**src/rtl/pulse_sweep_ctrl.sv**
```systemverilog
// pulse_sweep_ctrl
//
// Steps a signal generator through a small table of pulse high/low times.
// When idle, the manual base values pass through to tph/tpl with one cycle of
// latency. A start pulse arms a sweep. The first signal_cycle after arming
// loads table entry 0. After that, each entry is held for max(dwell,1)
// generator periods, and then the next entry is loaded. The sweep ends in
// DONE, or wraps around when loop_en is set.
//
// Optional feature:
//   PULSE_SWEEP_PINGPONG_EN - while looping, reverse direction at both ends of
//                             the table (0,1,..,N-1,N-2,..,0,1,..) instead of
//                             wrapping from N-1 back to 0.
//
// Parameters:
//   NUM_STEPS - sweep table depth (power of two, 2..8)
//   DWELL_W   - width of the dwell input and the dwell counter
//
// Ports:
//   clk, reset_n             - clock, asynchronous active-low reset
//   start, stop              - one-cycle pulses: arm a sweep / abort to idle
//   loop_en                  - 1 = repeat sweep, 0 = single pass
//   dwell                    - generator periods per step (0 behaves as 1)
//   signal_cycle             - one-cycle pulse at each generator period end
//   base_tph, base_tpl       - manual pulse values used while idle
//   wr_en/wr_addr/wr_tph/wr_tpl - table write port, usable in any state
//   tph, tpl                 - pulse values driven to the generator
//   tp_load                  - one-cycle pulse when tph/tpl take a table entry
//   step                     - current table index
//   busy, done, fsm_state    - status (IDLE=0, ARM=1, RUN=2, DONE=3)

module pulse_sweep_ctrl #(
  parameter int unsigned NUM_STEPS = 4,
  parameter int unsigned DWELL_W   = 8
) (
  input  logic                         clk,
  input  logic                         reset_n,
  input  logic                         start,
  input  logic                         stop,
  input  logic                         loop_en,
  input  logic [DWELL_W-1:0]           dwell,
  input  logic                         signal_cycle,
  input  logic [15:0]                  base_tph,
  input  logic [15:0]                  base_tpl,
  input  logic                         wr_en,
  input  logic [$clog2(NUM_STEPS)-1:0] wr_addr,
  input  logic [15:0]                  wr_tph,
  input  logic [15:0]                  wr_tpl,
  output logic [15:0]                  tph,
  output logic [15:0]                  tpl,
  output logic                         tp_load,
  output logic [2:0]                   step,
  output logic                         busy,
  output logic                         done,
  output logic [1:0]                   fsm_state
);

  localparam int unsigned STEP_W = $clog2(NUM_STEPS);
  localparam logic [STEP_W-1:0] LastStep = STEP_W'(NUM_STEPS - 1);

  typedef enum logic [1:0] {
    StIdle = 2'd0,
    StArm  = 2'd1,
    StRun  = 2'd2,
    StDone = 2'd3
  } state_e;

  state_e              state_q;
  logic [STEP_W-1:0]   step_q;
  logic [DWELL_W-1:0]  count_q;
  logic [15:0]         tph_q;
  logic [15:0]         tpl_q;
  logic                tp_load_q;
  logic                busy_q;
  logic                done_q;

  logic [15:0]         tab_tph_q [NUM_STEPS];
  logic [15:0]         tab_tpl_q [NUM_STEPS];

  // Dwell bookkeeping and the index the sweep advances to next.
  logic [DWELL_W-1:0]  dwell_eff;
  logic [DWELL_W:0]    count_inc;
  logic                dwell_hit;
  logic [STEP_W-1:0]   adv_idx;
  logic                adv_finish;

`ifdef PULSE_SWEEP_PINGPONG_EN
  logic                dir_down_q;
  logic                dir_down_d;
`endif

  always_comb begin
    dwell_eff = (dwell == '0) ? DWELL_W'(1) : dwell;
    count_inc = {1'b0, count_q} + (DWELL_W + 1)'(1);
    // >= rather than == so that a dwell lowered below the running count
    // advances on the very next period instead of waiting for a wrap.
    dwell_hit = (count_inc >= {1'b0, dwell_eff});
  end

`ifdef PULSE_SWEEP_PINGPONG_EN
  always_comb begin
    adv_idx    = step_q;
    adv_finish = 1'b0;
    dir_down_d = dir_down_q;
    if (dir_down_q) begin
      if (step_q == '0) begin
        if (loop_en) begin
          dir_down_d = 1'b0;
          adv_idx    = STEP_W'(1);
        end else begin
          adv_finish = 1'b1;
        end
      end else begin
        adv_idx = step_q - STEP_W'(1);
      end
    end else begin
      if (step_q == LastStep) begin
        if (loop_en) begin
          dir_down_d = 1'b1;
          adv_idx    = LastStep - STEP_W'(1);
        end else begin
          adv_finish = 1'b1;
        end
      end else begin
        adv_idx = step_q + STEP_W'(1);
      end
    end
  end
`else
  always_comb begin
    adv_idx    = step_q + STEP_W'(1);
    adv_finish = 1'b0;
    if (step_q == LastStep) begin
      adv_idx    = '0;
      adv_finish = !loop_en;
    end
  end
`endif

  // Sweep table. It is written independently of the FSM. Loads copy an entry
  // into tph_q/tpl_q, so rewriting the active entry has no effect on the
  // outputs until that entry is loaded again.
  always_ff @(posedge clk or negedge reset_n) begin
    if (!reset_n) begin
      for (int i = 0; i < int'(NUM_STEPS); i++) begin
        tab_tph_q[i] <= '0;
        tab_tpl_q[i] <= '0;
      end
    end else if (wr_en) begin
      tab_tph_q[wr_addr] <= wr_tph;
      tab_tpl_q[wr_addr] <= wr_tpl;
    end
  end

  // Control FSM with registered outputs.
  always_ff @(posedge clk or negedge reset_n) begin
    if (!reset_n) begin
      state_q   <= StIdle;
      step_q    <= '0;
      count_q   <= '0;
      tph_q     <= '0;
      tpl_q     <= '0;
      tp_load_q <= 1'b0;
      busy_q    <= 1'b0;
      done_q    <= 1'b0;
`ifdef PULSE_SWEEP_PINGPONG_EN
      dir_down_q <= 1'b0;
`endif
    end else begin
      tp_load_q <= 1'b0;
      if (stop) begin
        // Abort has priority over start and signal_cycle in every state.
        state_q <= StIdle;
        step_q  <= '0;
        count_q <= '0;
        tph_q   <= base_tph;
        tpl_q   <= base_tpl;
        busy_q  <= 1'b0;
        done_q  <= 1'b0;
      end else begin
        unique case (state_q)
          StIdle: begin
            tph_q <= base_tph;
            tpl_q <= base_tpl;
            if (start) begin
              state_q <= StArm;
              step_q  <= '0;
              count_q <= '0;
              busy_q  <= 1'b1;
              done_q  <= 1'b0;
`ifdef PULSE_SWEEP_PINGPONG_EN
              dir_down_q <= 1'b0;
`endif
            end
          end

          StArm: begin
            // Wait for a period boundary so that the first entry starts on a
            // whole generator period.
            if (signal_cycle) begin
              state_q   <= StRun;
              count_q   <= '0;
              tph_q     <= tab_tph_q[0];
              tpl_q     <= tab_tpl_q[0];
              tp_load_q <= 1'b1;
            end
          end

          StRun: begin
            if (signal_cycle) begin
              if (dwell_hit) begin
                count_q <= '0;
                if (adv_finish) begin
                  // Single pass complete: keep the last entry on the outputs.
                  state_q <= StDone;
                  busy_q  <= 1'b0;
                  done_q  <= 1'b1;
                end else begin
                  step_q    <= adv_idx;
                  tph_q     <= tab_tph_q[adv_idx];
                  tpl_q     <= tab_tpl_q[adv_idx];
                  tp_load_q <= 1'b1;
`ifdef PULSE_SWEEP_PINGPONG_EN
                  dir_down_q <= dir_down_d;
`endif
                end
              end else begin
                count_q <= count_inc[DWELL_W-1:0];
              end
            end
          end

          StDone: begin
            if (start) begin
              state_q <= StArm;
              step_q  <= '0;
              count_q <= '0;
              busy_q  <= 1'b1;
              done_q  <= 1'b0;
`ifdef PULSE_SWEEP_PINGPONG_EN
              dir_down_q <= 1'b0;
`endif
            end
          end

          default: state_q <= StIdle;
        endcase
      end
    end
  end

  assign tph       = tph_q;
  assign tpl       = tpl_q;
  assign tp_load   = tp_load_q;
  assign step      = 3'(step_q);
  assign busy      = busy_q;
  assign done      = done_q;
  assign fsm_state = state_q;

endmodule
```
**config.mk**
```make
export PLATFORM = sky130hd
export DESIGN_NAME = pulse_sweep_ctrl
export DESIGN_NICKNAME = d
export VERILOG_FILES = /design/src/rtl/pulse_sweep_ctrl.sv
export SDC_FILE = /design/constraint.sdc
export NUM_CORES = 1
export LEC_CHECK = 0
export BUFFER_PORTS_ARGS = -buffer_cell sky130_fd_sc_hd__buf_2
export CAP_MARGIN = 20
export CORE_MARGIN = 1
export CORE_UTILIZATION = 47
export DETAILED_ROUTE_END_ITERATION = 7
export PLACE_DENSITY = 0.71
export SETUP_SLACK_MARGIN = 0.3
export SLEW_MARGIN = 10
export SYNTH_ARGS = -nofsm -noshare
export SYNTH_HDL_FRONTEND = slang
export SYNTH_SLANG_ARGS = --single-unit
```
**constraint.sdc**
```tcl
create_clock -name clk -period 4.7 [get_ports clk]
set_input_delay 0.47 -clock clk [delete_from_list [all_inputs] [get_ports clk]]
set_output_delay 0.47 -clock clk [all_outputs]
set_load 0.05 [all_outputs]
```
==> run metrics <==
status=completed; Seq cells post-synth=175; TritonCTS buffer count=17; XOR/XNOR Fraction of Synth Area=0.510%; vias in the first global route=5864; count leader, synth=dfrtp_1; initial antenna violation count=3; placed insts=943; Worst-path clk slew=0.07 ns; GRT Overall Usage=22.5%; largest buffer count on any clock path=2; pin count of the biggest net entering global routing=105; Tightest Hold Check Type=in -> async; Die Height=137 um; Hold Worst Slack=0.135 ns; relative slew slack=30.6%; Req. time, crit path=5.02 ns; mux contribution to synthesized area=31.2%; share of cells above drive strength 1=49.6%; post-synthesis adder-cell area fraction=1.90%; RSZ-0062 raised after global routing=false; DR WL/cell=20.4 um; Post-Syn Instances=627; Initial DRT Pass Iterations=6; actual slew at the worst max-slew pin=1.04 ns; Post-synth top flop=dfrtp_1; Peak VDD IR=0.000508 V; H-tree levels=4; TritonCTS clock tree=built; largest family of logic cells by synthesized area=multiplexers; fin crit share=73.7%; wire length of the first global-routing pass=31400 um; synth top area cells=dfrtp_1 51%, mux2_2 17%, mux4_2 8.4%; routed wire length=19900 um; Area Overhead vs Synth=16.6%; fin cells=978; std cell rows=49; clk_skew=0.0111 ns; startpoint types=register; remaining antenna violation count=0; CTS resizes=0; Worst Setup End Kind=register; CP max FO=12; crit path DAT=3.78 ns; commonest cells in the netlist=175 x dfrtp_1, 132 x mux2_2, 67 x nor2_1; grt ovf=0; Peak Freq=0.289 GHz; final hold vios=0; dpl hpwl=12500 um; FFs w/ async S/R, synth=100%; CTS Sinks=175; Starting Density=47.9%; Synth Cell Area=0.00858 mm^2; Slew Limit Fails=0; Post-route DRC=0; Post-CTS Setup Bufs=0; sequential-to-total area share from yosys stat=51.0%; Post-synth EDFFs=0; DR iter-0 viols=325; Cell Pwr Density=565 mW/mm^2; LEAKAGE=0.00444 uW; setup violators final=0; die area=0.0188 mm^2; port bufs=119; MaxCap Viol Count=0; post-synthesis simple-gate area fraction=5.72%; Synth Area per Inst=13.7 um^2; area share of the largest cell type after synthesis=51.0%; Clock Latency Late Sink=0.44 ns; Synthesized Nets=721; floorplan core area=0.0179 mm^2; Die Width=137 um; hold buffer count at CTS=0; DR vias=5705; clock root cell=clkbuf_16; RePlAce Congestion=0.881; cell taking the most area after synthesis=dfrtp_1; worst setup path class=reg -> reg; count of cell types in the netlist=50; final setup TNS=0 ns; Net count, final=827; num ports=121; Synth Area in Compound Gates=6.56%; Tmin final=3.46 ns; Yosys Warn Count=0; vias per cell=5.83
[where the power goes]
group / internal [uW] / total, uW / switching [uW]
Combinational: 827 / 2080 / 1250
Clock: 858 / 1470 / 616
Sequential: 1880 / 2100 / 223
Total: 3560 / 5650 / 2090
[final cells by class]
type                       instances  area, um^2
inverter                          18        67.6
sequential                       175        4380
tap                              229         287
antenna                            3        7.51
multi-input combinational        392        3970
fill                            1450        7900
timing repair buffer             129         677
clock buffer                      18         439
clock inverter                    14         179
[metal layers]
metal,GRT usage (%),share of wire [%]
met4,5.86,1.4
met2,36.9,49
met5,0,0
met1,29.4,43
met3,6.37,6.3
[cell usage in the layout (no fill, tap or decap), types with 10 or more instances in the layout]
cell       instances
ha_1              10
mux2_4            30
a221oi_1          32
buf_2            118
mux2_2           132
clkbuf_16         17
dfrtp_1          174
nor2_1            67
mux4_2            32
buf_4             10
nand2_1           13
inv_1             18
[critical path: stages, from the launching register on]
cell	delay, ns
dfrtp_1	0.42
and3_4	0.23
and3_1	0.28
nand3_1	0.15
xnor2_1	0.16
ha_1	0.27
o21ai_1	0.13
nor3_2	0.44
nor2_8	0.08
o21ai_4	0.48
buf_4	0.36
mux2_4	0.33
[cells by family (layout without fill, tap and decap cells)]
| group | after synthesis | after routing |
|---|---|---|
| compound gates | 70 | 70 |
| xor+xnor | 5 | 5 |
| fa+ha+maj | 13 | 13 |
| buf+inv | 60 | 179 |
| flops | 175 | 175 |
| mux | 196 | 196 |
| other cells | 1 | 4 |
| simple gates | 107 | 107 |
[final timing paths]
path / depth (start not counted) / end / slack (ns) / start
worst max register to register: 11 / tpl[9] / 1.24 / count_q[2]
worst min register to register: 2 / busy / 0.50 / busy
worst min-delay path: 1 / tph[8] / 0.13 / reset_n
min in group clk: 2 / tab_tpl_q[4] / 0.31 / wr_tpl[4]
worst max-delay path: 11 / tpl[9] / 1.24 / count_q[2]
max in group asynchronous: 2 / tab_tpl_q[11] / 3.45 / reset_n
[stage by stage]
step	utilization [%]	setup slack, ns	power (uW)	cell area [um^2]
global placement	52.4	1.36	4120	9380
CTS	55.8	1.21	5690	10000
finish	55.9	1.24	5650	10000
detailed placement	52.4	1.25	4210	9380
floorplan	-	1.82	3660	8580
global route	55.9	1.06	5920	10000
[state kept, by name, summed over array words and instances (netlist names)]
| name | cells |
|---|---|
| tab_tph_q | 64 |
| tab_tpl_q | 64 |
| tph | 16 |
| tpl | 16 |
| count_q | 8 |
| fsm_state | 2 |
| step_q | 2 |
| busy | 1 |
| done | 1 |
| tp_load | 1 |
No activity file was read; power rests on OpenSTA's default activity.
